<file path="src/rtl/fifo_rr_read_arbiter_if.sv">
// Bundle between the round-robin FIFO read arbiter and its FIFOs and downstream consumer.
// master = arbiter side, slave = FIFOs/consumer side.
interface fifo_rr_read_arbiter_if #(
    parameter int N     = 4,
    parameter int WIDTH = 8
);
    localparam int SW = $clog2(N);

    logic [N-1:0]       src_en;
    logic [N-1:0]       fifo_empty;
    logic [N-1:0]       fifo_rinc;
    logic [N*WIDTH-1:0] fifo_rdata;
    logic               m_valid;
    logic               m_ready;
    logic [WIDTH-1:0]   m_data;
    logic [SW-1:0]      m_src;
    logic               busy;

    modport master (
        input  src_en, fifo_empty, fifo_rdata, m_ready,
        output fifo_rinc, m_valid, m_data, m_src, busy
    );

    modport slave (
        output src_en, fifo_empty, fifo_rdata, m_ready,
        input  fifo_rinc, m_valid, m_data, m_src, busy
    );
endinterface

</file>
<file path="src/rtl/fifo_rr_read_arbiter.sv">
// Round-robin read scheduler draining N registered-read FIFOs into one valid/ready stream.
// Latency: strobe in t, data captured end of t+1, m_valid in t+2; one word/cycle sustained.
// Backpressure: 2-entry output buffer; strobes stop when buffered + in-flight words would exceed 2.
module fifo_rr_read_arbiter #(
    parameter int N     = 4,
    parameter int WIDTH = 8,
    localparam int SW   = $clog2(N)
) (
    input  logic                   clk,
    input  logic                   rst_n,
    fifo_rr_read_arbiter_if.master bus
);
    localparam int SWP = SW + 1;

    typedef struct packed {
        logic [WIDTH-1:0] dat;
        logic [SW-1:0]    src;
    } entry_t;

    logic [SW-1:0]    rr_ptr_q, rr_ptr_d;
    logic             inflight_vld_q, inflight_vld_d;
    logic [SW-1:0]    inflight_src_q, inflight_src_d;
    logic [1:0]       occ_q, occ_d;
    entry_t           buf0_q, buf0_d, buf1_q, buf1_d;

    logic [N-1:0]     req;
    logic             pop;
    logic             push;
    logic             space;
    logic             grant_vld;
    logic             grant;
    logic [SW-1:0]    grant_idx;
    logic [2:0]       committed;
    logic [WIDTH-1:0] rdata_arr [N];
    entry_t           push_ent;

    assign req       = bus.src_en & ~bus.fifo_empty;
    assign pop       = (occ_q != 2'd0) & bus.m_ready;
    assign push      = inflight_vld_q;
    // Words already owed to the buffer after this cycle's pop; a new strobe needs room for one more.
    assign committed = {1'b0, occ_q} + {2'b00, inflight_vld_q} - {2'b00, pop};
    assign space     = committed < 3'd2;
    assign grant     = grant_vld & space & rst_n;

    always_comb begin
        for (int i = 0; i < N; i++) begin
            rdata_arr[i] = bus.fifo_rdata[i*WIDTH +: WIDTH];
        end
    end

    assign push_ent.dat = rdata_arr[inflight_src_q];
    assign push_ent.src = inflight_src_q;

    // Scan from the farthest candidate back to rr_ptr so the nearest requester wins.
    always_comb begin
        logic [SWP-1:0] cand;
        cand      = '0;
        grant_vld = 1'b0;
        grant_idx = '0;
        for (int k = N - 1; k >= 0; k--) begin
            cand = {1'b0, rr_ptr_q} + SWP'(k);
            if (cand >= SWP'(N)) begin
                cand = cand - SWP'(N);
            end
            if (req[cand[SW-1:0]]) begin
                grant_vld = 1'b1;
                grant_idx = cand[SW-1:0];
            end
        end
    end

    always_comb begin
        bus.fifo_rinc = '0;
        if (grant) begin
            bus.fifo_rinc[grant_idx] = 1'b1;
        end
    end

    always_comb begin
        rr_ptr_d       = rr_ptr_q;
        inflight_vld_d = grant;
        inflight_src_d = inflight_src_q;
        if (grant) begin
            inflight_src_d = grant_idx;
            rr_ptr_d       = (grant_idx == SW'(N - 1)) ? '0 : grant_idx + SW'(1);
        end
    end

    // Head lives in buf0; a push alongside a pop lands behind whatever remains.
    always_comb begin
        buf0_d = buf0_q;
        buf1_d = buf1_q;
        occ_d  = occ_q;
        case ({push, pop})
            2'b10: begin
                if (occ_q == 2'd0) begin
                    buf0_d = push_ent;
                end else begin
                    buf1_d = push_ent;
                end
                occ_d = occ_q + 2'd1;
            end
            2'b01: begin
                buf0_d = buf1_q;
                occ_d  = occ_q - 2'd1;
            end
            2'b11: begin
                if (occ_q == 2'd2) begin
                    buf0_d = buf1_q;
                    buf1_d = push_ent;
                end else begin
                    buf0_d = push_ent;
                end
            end
            default: begin
            end
        endcase
    end

    always_ff @(posedge clk or negedge rst_n) begin
        if (!rst_n) begin
            rr_ptr_q       <= '0;
            inflight_vld_q <= 1'b0;
            inflight_src_q <= '0;
            occ_q          <= 2'd0;
            buf0_q         <= '0;
            buf1_q         <= '0;
        end else begin
            rr_ptr_q       <= rr_ptr_d;
            inflight_vld_q <= inflight_vld_d;
            inflight_src_q <= inflight_src_d;
            occ_q          <= occ_d;
            buf0_q         <= buf0_d;
            buf1_q         <= buf1_d;
        end
    end

    assign bus.m_valid = (occ_q != 2'd0);
    assign bus.m_data  = buf0_q.dat;
    assign bus.m_src   = buf0_q.src;
    assign bus.busy    = inflight_vld_q | (occ_q != 2'd0);
endmodule

</file>
<file path="src/flat_wrapper.sv">
// flat-port wrapper written by rule: the top's interface ports become plain ports
module fifo_rr_read_arbiter_flat 
#(
    parameter int N     = 4,
    parameter int WIDTH = 8,
    localparam int SW   = $clog2(N)
)
  (clk, rst_n, bus_src_en, bus_fifo_empty, bus_fifo_rdata, bus_m_ready, bus_fifo_rinc, bus_m_valid, bus_m_data, bus_m_src, bus_busy);
  fifo_rr_read_arbiter_if #(.N(N), .WIDTH(WIDTH)) bus_i ();
  input  logic clk;
  input  logic rst_n;
  input wire logic [$bits(bus_i.src_en)-1:0] bus_src_en;
  input wire logic [$bits(bus_i.fifo_empty)-1:0] bus_fifo_empty;
  input wire logic [$bits(bus_i.fifo_rdata)-1:0] bus_fifo_rdata;
  input wire logic [$bits(bus_i.m_ready)-1:0] bus_m_ready;
  output wire logic [$bits(bus_i.fifo_rinc)-1:0] bus_fifo_rinc;
  output wire logic [$bits(bus_i.m_valid)-1:0] bus_m_valid;
  output wire logic [$bits(bus_i.m_data)-1:0] bus_m_data;
  output wire logic [$bits(bus_i.m_src)-1:0] bus_m_src;
  output wire logic [$bits(bus_i.busy)-1:0] bus_busy;
  assign bus_i.src_en = bus_src_en;
  assign bus_i.fifo_empty = bus_fifo_empty;
  assign bus_i.fifo_rdata = bus_fifo_rdata;
  assign bus_i.m_ready = bus_m_ready;
  assign bus_fifo_rinc = bus_i.fifo_rinc;
  assign bus_m_valid = bus_i.m_valid;
  assign bus_m_data = bus_i.m_data;
  assign bus_m_src = bus_i.m_src;
  assign bus_busy = bus_i.busy;
  fifo_rr_read_arbiter #(.N(N), .WIDTH(WIDTH)) u_core (.clk(clk), .rst_n(rst_n), .bus(bus_i));
endmodule
</file>
<file path="config.mk">
export PLATFORM = sky130hd
export DESIGN_NAME = fifo_rr_read_arbiter_flat
export DESIGN_NICKNAME = d
export VERILOG_FILES = /design/src/rtl/fifo_rr_read_arbiter_if.sv /design/src/rtl/fifo_rr_read_arbiter.sv /design/src/flat_wrapper.sv
export SDC_FILE = /design/constraint.sdc
export NUM_CORES = 1
export LEC_CHECK = 0
export ABC_AREA = 0
export CAP_MARGIN = 5
export CORE_UTILIZATION = 48
export DETAILED_ROUTE_END_ITERATION = 10
export GPL_TIMING_DRIVEN = 0
export PLACE_DENSITY_LB_ADDON = 0.15
export SYNTH_ARGS = -nofsm -noshare
export SYNTH_HDL_FRONTEND = slang
export SYNTH_SLANG_ARGS = --single-unit
</file>
<file path="constraint.sdc">
create_clock -name clk -period 4.5 [get_ports clk]
set_input_delay 0.45 -clock clk [delete_from_list [all_inputs] [get_ports clk]]
set_output_delay 0.45 -clock clk [all_outputs]
set_load 0.005 [all_outputs]
</file>
==> results.py <==
metrics = {
    "setup_path": {
        "cpPeakStageDelay_ps": 510,
        "path_max_fanout": 9,
        "endpoint": "bus_fifo_rinc[2]",
        "r2r_start": "u_core.occ_q[1]$_DFFE_PN0N_",
        "rrSetupSlack_ps": 1630,
        "crit_type": "flip-flop to primary output",
        "reg2reg_depth": 8,
        "critPathTopFamily": "adder cells",
        "critPathSlowestCell": "dfrtp_1",
        "r2r-end": "u_core.rr_ptr_q[0]$_DFFE_PN0P_",
        "required_ps": 4050,
        "startpoint": "u_core.occ_q[1]$_DFFE_PN0N_",
        "critPathCaptureType": "primary output",
        "cp-start-kind": "flip-flop",
        "arrival_ps": 3420,
        "crit_chain": "o21a_1, ha_1, nand2b_1, fa_1, xnor2_1, nand3_1, a31oi_2, and2_1, clkdlybuf4s50_1",
        "crit_cells": 9,
        "cp_num_buf_inv": 1,
    },
    "synth": {
        "synth_edf_count": 0,
        "yosysSeqAreaShare": 0.420,
        "yosysUniqueCellTypes": 30,
        "synthXorXnorAreaFrac": 0.0163,
        "synthMuxAreaShare": 0.210,
        "synth.net_count": 191,
        "async_reset_ff_frac": 1.00,
        "synth_top_cell_by_area": "dfrtp_1",
        "avgSynthCellArea_sq_um": 11.6,
        "synth_top_area_frac": 0.420,
        "synth_top_family_by_area": "multiplexers",
        "synth_flop_cell": "dfrtp_1",
        "synth_area_sq_mm": 0.00161,
        "yosys_warnings": 0,
        "yosys.area_share.simple": 0.105,
        "ys_seq_elements": 27,
        "synthCells": 139,
        "ys_top_cells_by_area": "dfrtp_1 (42%), mux4_2 (11%), mux2_2 (9.8%)",
        "synth_compound_area_frac": 0.138,
        "synthAdderAreaFrac": 0.0746,
    },
    "timing": {
        "fmax_mhz": 259,
        "setup_viol": 0,
        "fin_tns_setup_ps": 0,
        "final.period_utilization": 0.859,
        "rsz0062_at_grt": "false",
        "skew_ps": 4.19,
        "drv_slew": 0,
        "max_slew_margin": 0.643,
        "layout_min_cycle_time_ps": 3870,
        "worstMarginPinSlew_ps": 534,
        "hold_viol": 0,
    },
    "global_route": {
        "grt_pass1_wl_um": 5890,
        "grt.total_usage": 0.226,
        "grt-ovfl-total": 0,
        "grt_max_degree": 29,
        "grt_pass1_vias": 1314,
        "antenna_found_initial": 0,
    },
    "clock_network": {
        "htree_levels": 1,
        "clock_latency_ps": 330,
        "clk_pin_slew_worst_paths_ps": 160,
        "post_cts_buffers": 0,
        "hold_buffers": 0,
        "cts_made_buffers": 3,
        "clockRootBuffer": "clkbuf_4",
        "clockBufferDepth": 2,
        "cts_tree": "done",
        "clock_sinks": 27,
        "ctsResizeCount": 0,
    },
    "layout": {
        "drive_gt1_frac": 0.173,
        "antennaDiodeCount": 0,
        "area_growth_pct": 43.0,
        "fill_cells": 235,
        "fin_cells": 246,
        "num-nets-final": 255,
    },
    "place": {
        "placed_cells": 241,
        "dpl.hpwl_um": 2950,
        "gp_congestion": 0.778,
        "io_buffer_count": 58,
    },
    "power_and_ir_drop": {
        "p_leak_nw": 0.941,
        "cellPowerDensity_mw_per_mm2": 584,
        "ir_drop_v": 0.000270,
    },
    "hold_path": {
        "hold_path_class": "input pin to asynchronous set/reset pin",
    },
    "routing": {
        "avgRoutedWirePerCell_um": 15.0,
        "vias": 1331,
        "routed_wl_um": 3690,
        "ant_nets": 0,
        "initialDrtViolationCount": 57,
        "drc": 0,
        "firstDrtPassIters": 4,
        "vias_per_cell": 5.41,
    },
    "die": {
        "fp.dieH_um": 59.9,
        "row_count": 20,
        "core_sq_mm": 0.00313,
        "die_area_sq_mm": 0.00359,
        "ioPinCount": 59,
        "fp.dieW_um": 59.9,
        "start_util": 0.515,
    },
    "status": {
        "status": "finished clean",
    },
    "job": {
        "cap_violations": 0,
    },
}
## layout by cell type (no fill, tap or decap), types with 2 or more instances in the layout
cell	count
nor2b_1	3
nand3b_1	2
a31oi_1	2
clkdlybuf4s50_1	58
buf_2	3
nor2_1	12
o21ai_0	3
and2_1	4
inv_1	8
mux2_2	14
a21oi_1	11
nand2_1	3
clkbuf_1	2
ha_1	8
mux4_2	8
nand2b_1	3
clkbuf_4	3
o21a_1	2
dfrtp_1	27
a22oi_1	10
xnor2_1	3
## cells in the mapped netlist, types with 2 or more instances
| master | n |
|---|---|
| o21a_1 | 2 |
| inv_1 | 8 |
| ha_1 | 8 |
| nor2b_1 | 3 |
| and2_1 | 4 |
| a31oi_1 | 2 |
| clkbuf_1 | 2 |
| xnor2_1 | 3 |
| nor2_1 | 12 |
| mux4_2 | 8 |
| mux2_2 | 14 |
| nand2_1 | 3 |
| buf_2 | 3 |
| o21ai_0 | 3 |
| a22oi_1 | 10 |
| nand2b_1 | 3 |
| dfrtp_1 | 27 |
| a21oi_1 | 11 |
| nand3b_1 | 2 |
## flip-flops by register name, indices dropped and copies added (netlist names)
| register | cells |
|---|---|
| u_core.occ_q | 2 |
| u_core.bus.m_src | 2 |
| u_core.buf1_q | 10 |
| u_core.inflight_vld_q | 1 |
| u_core.rr_ptr_q | 2 |
| u_core.inflight_src_q | 2 |
| u_core.bus.m_data | 8 |
## how the worst min path moves through the flow
stage	startpoint	end
2_1_floorplan	rst_n	u_core.buf1_q[0]$_DFFE_PN0P_
3_3_place_gp	u_core.buf1_q[9]$_DFFE_PN0P_	u_core.buf1_q[9]$_DFFE_PN0P_
3_5_place_dp	u_core.buf1_q[6]$_DFFE_PN0P_	u_core.buf1_q[6]$_DFFE_PN0P_
4_1_cts	u_core.buf1_q[6]$_DFFE_PN0P_	u_core.buf1_q[6]$_DFFE_PN0P_
5_1_grt	rst_n	u_core.occ_q[1]$_DFFE_PN0N_
6_report	rst_n	u_core.occ_q[1]$_DFFE_PN0N_
## stage by stage
| step | instance area [sq um] | total power (W) | setup slack, ps | hold WS, ps | utilization |
|---|---|---|---|---|---|
| finish | 2300 | 0.00134 | 635 | 408 | 0.736 |
| floorplan | 1610 | 0.000950 | 1780 | 154 | - |
| CTS | 2280 | 0.00135 | 599 | 530 | 0.728 |
| global route | 2300 | 0.00146 | 429 | 403 | 0.736 |
| detailed placement | 2250 | 0.00124 | 668 | 498 | 0.718 |
| global placement | 2250 | 0.00120 | 750 | 490 | 0.718 |
## area by class of cell
| cell class | instances | area, sq um | area share |
|---|---|---|---|
| plain buffers | 6 | 30.0 | 0.0130 |
| clock buffers | 3 | 22.5 | 0.00978 |
| repair buffers | 59 | 608 | 0.264 |
| inverters | 8 | 30.0 | 0.0130 |
| clock inverters | 1 | 7.51 | 0.00326 |
| multi-input cells | 98 | 875 | 0.380 |
| well taps | 44 | 55.1 | 0.0239 |
| flip-flops and latches | 27 | 676 | 0.293 |
## per-layer routing
metal,global-route usage,vias up,part of all wire
met1,0.280,661,0.41
met3,0.0260,6,0.028
li1,-,627,-
met4,0.0664,0,0.014
met2,0.410,37,0.55
met5,0,-,0
## report_power, final
group	total (W)	internal, W	switching, W
clock	0.000112	0.0000340	0.0000778
combinational	0.000784	0.000436	0.000348
sequential	0.000448	0.000367	0.0000816
total	0.00134	0.000837	0.000508
## logic make-up (layout without fill, tap and decap cells)
family,after synthesis,count (layout)
muxes,22,22
adders and majority gates,9,9
DFF,27,27
buffers and inverters,14,77
xor gates and xnor gates,3,3
and+or+nand+nor,32,32
AOI/OAI and AO/OA,32,32
Note: power is estimated with default switching activity, not from simulation.
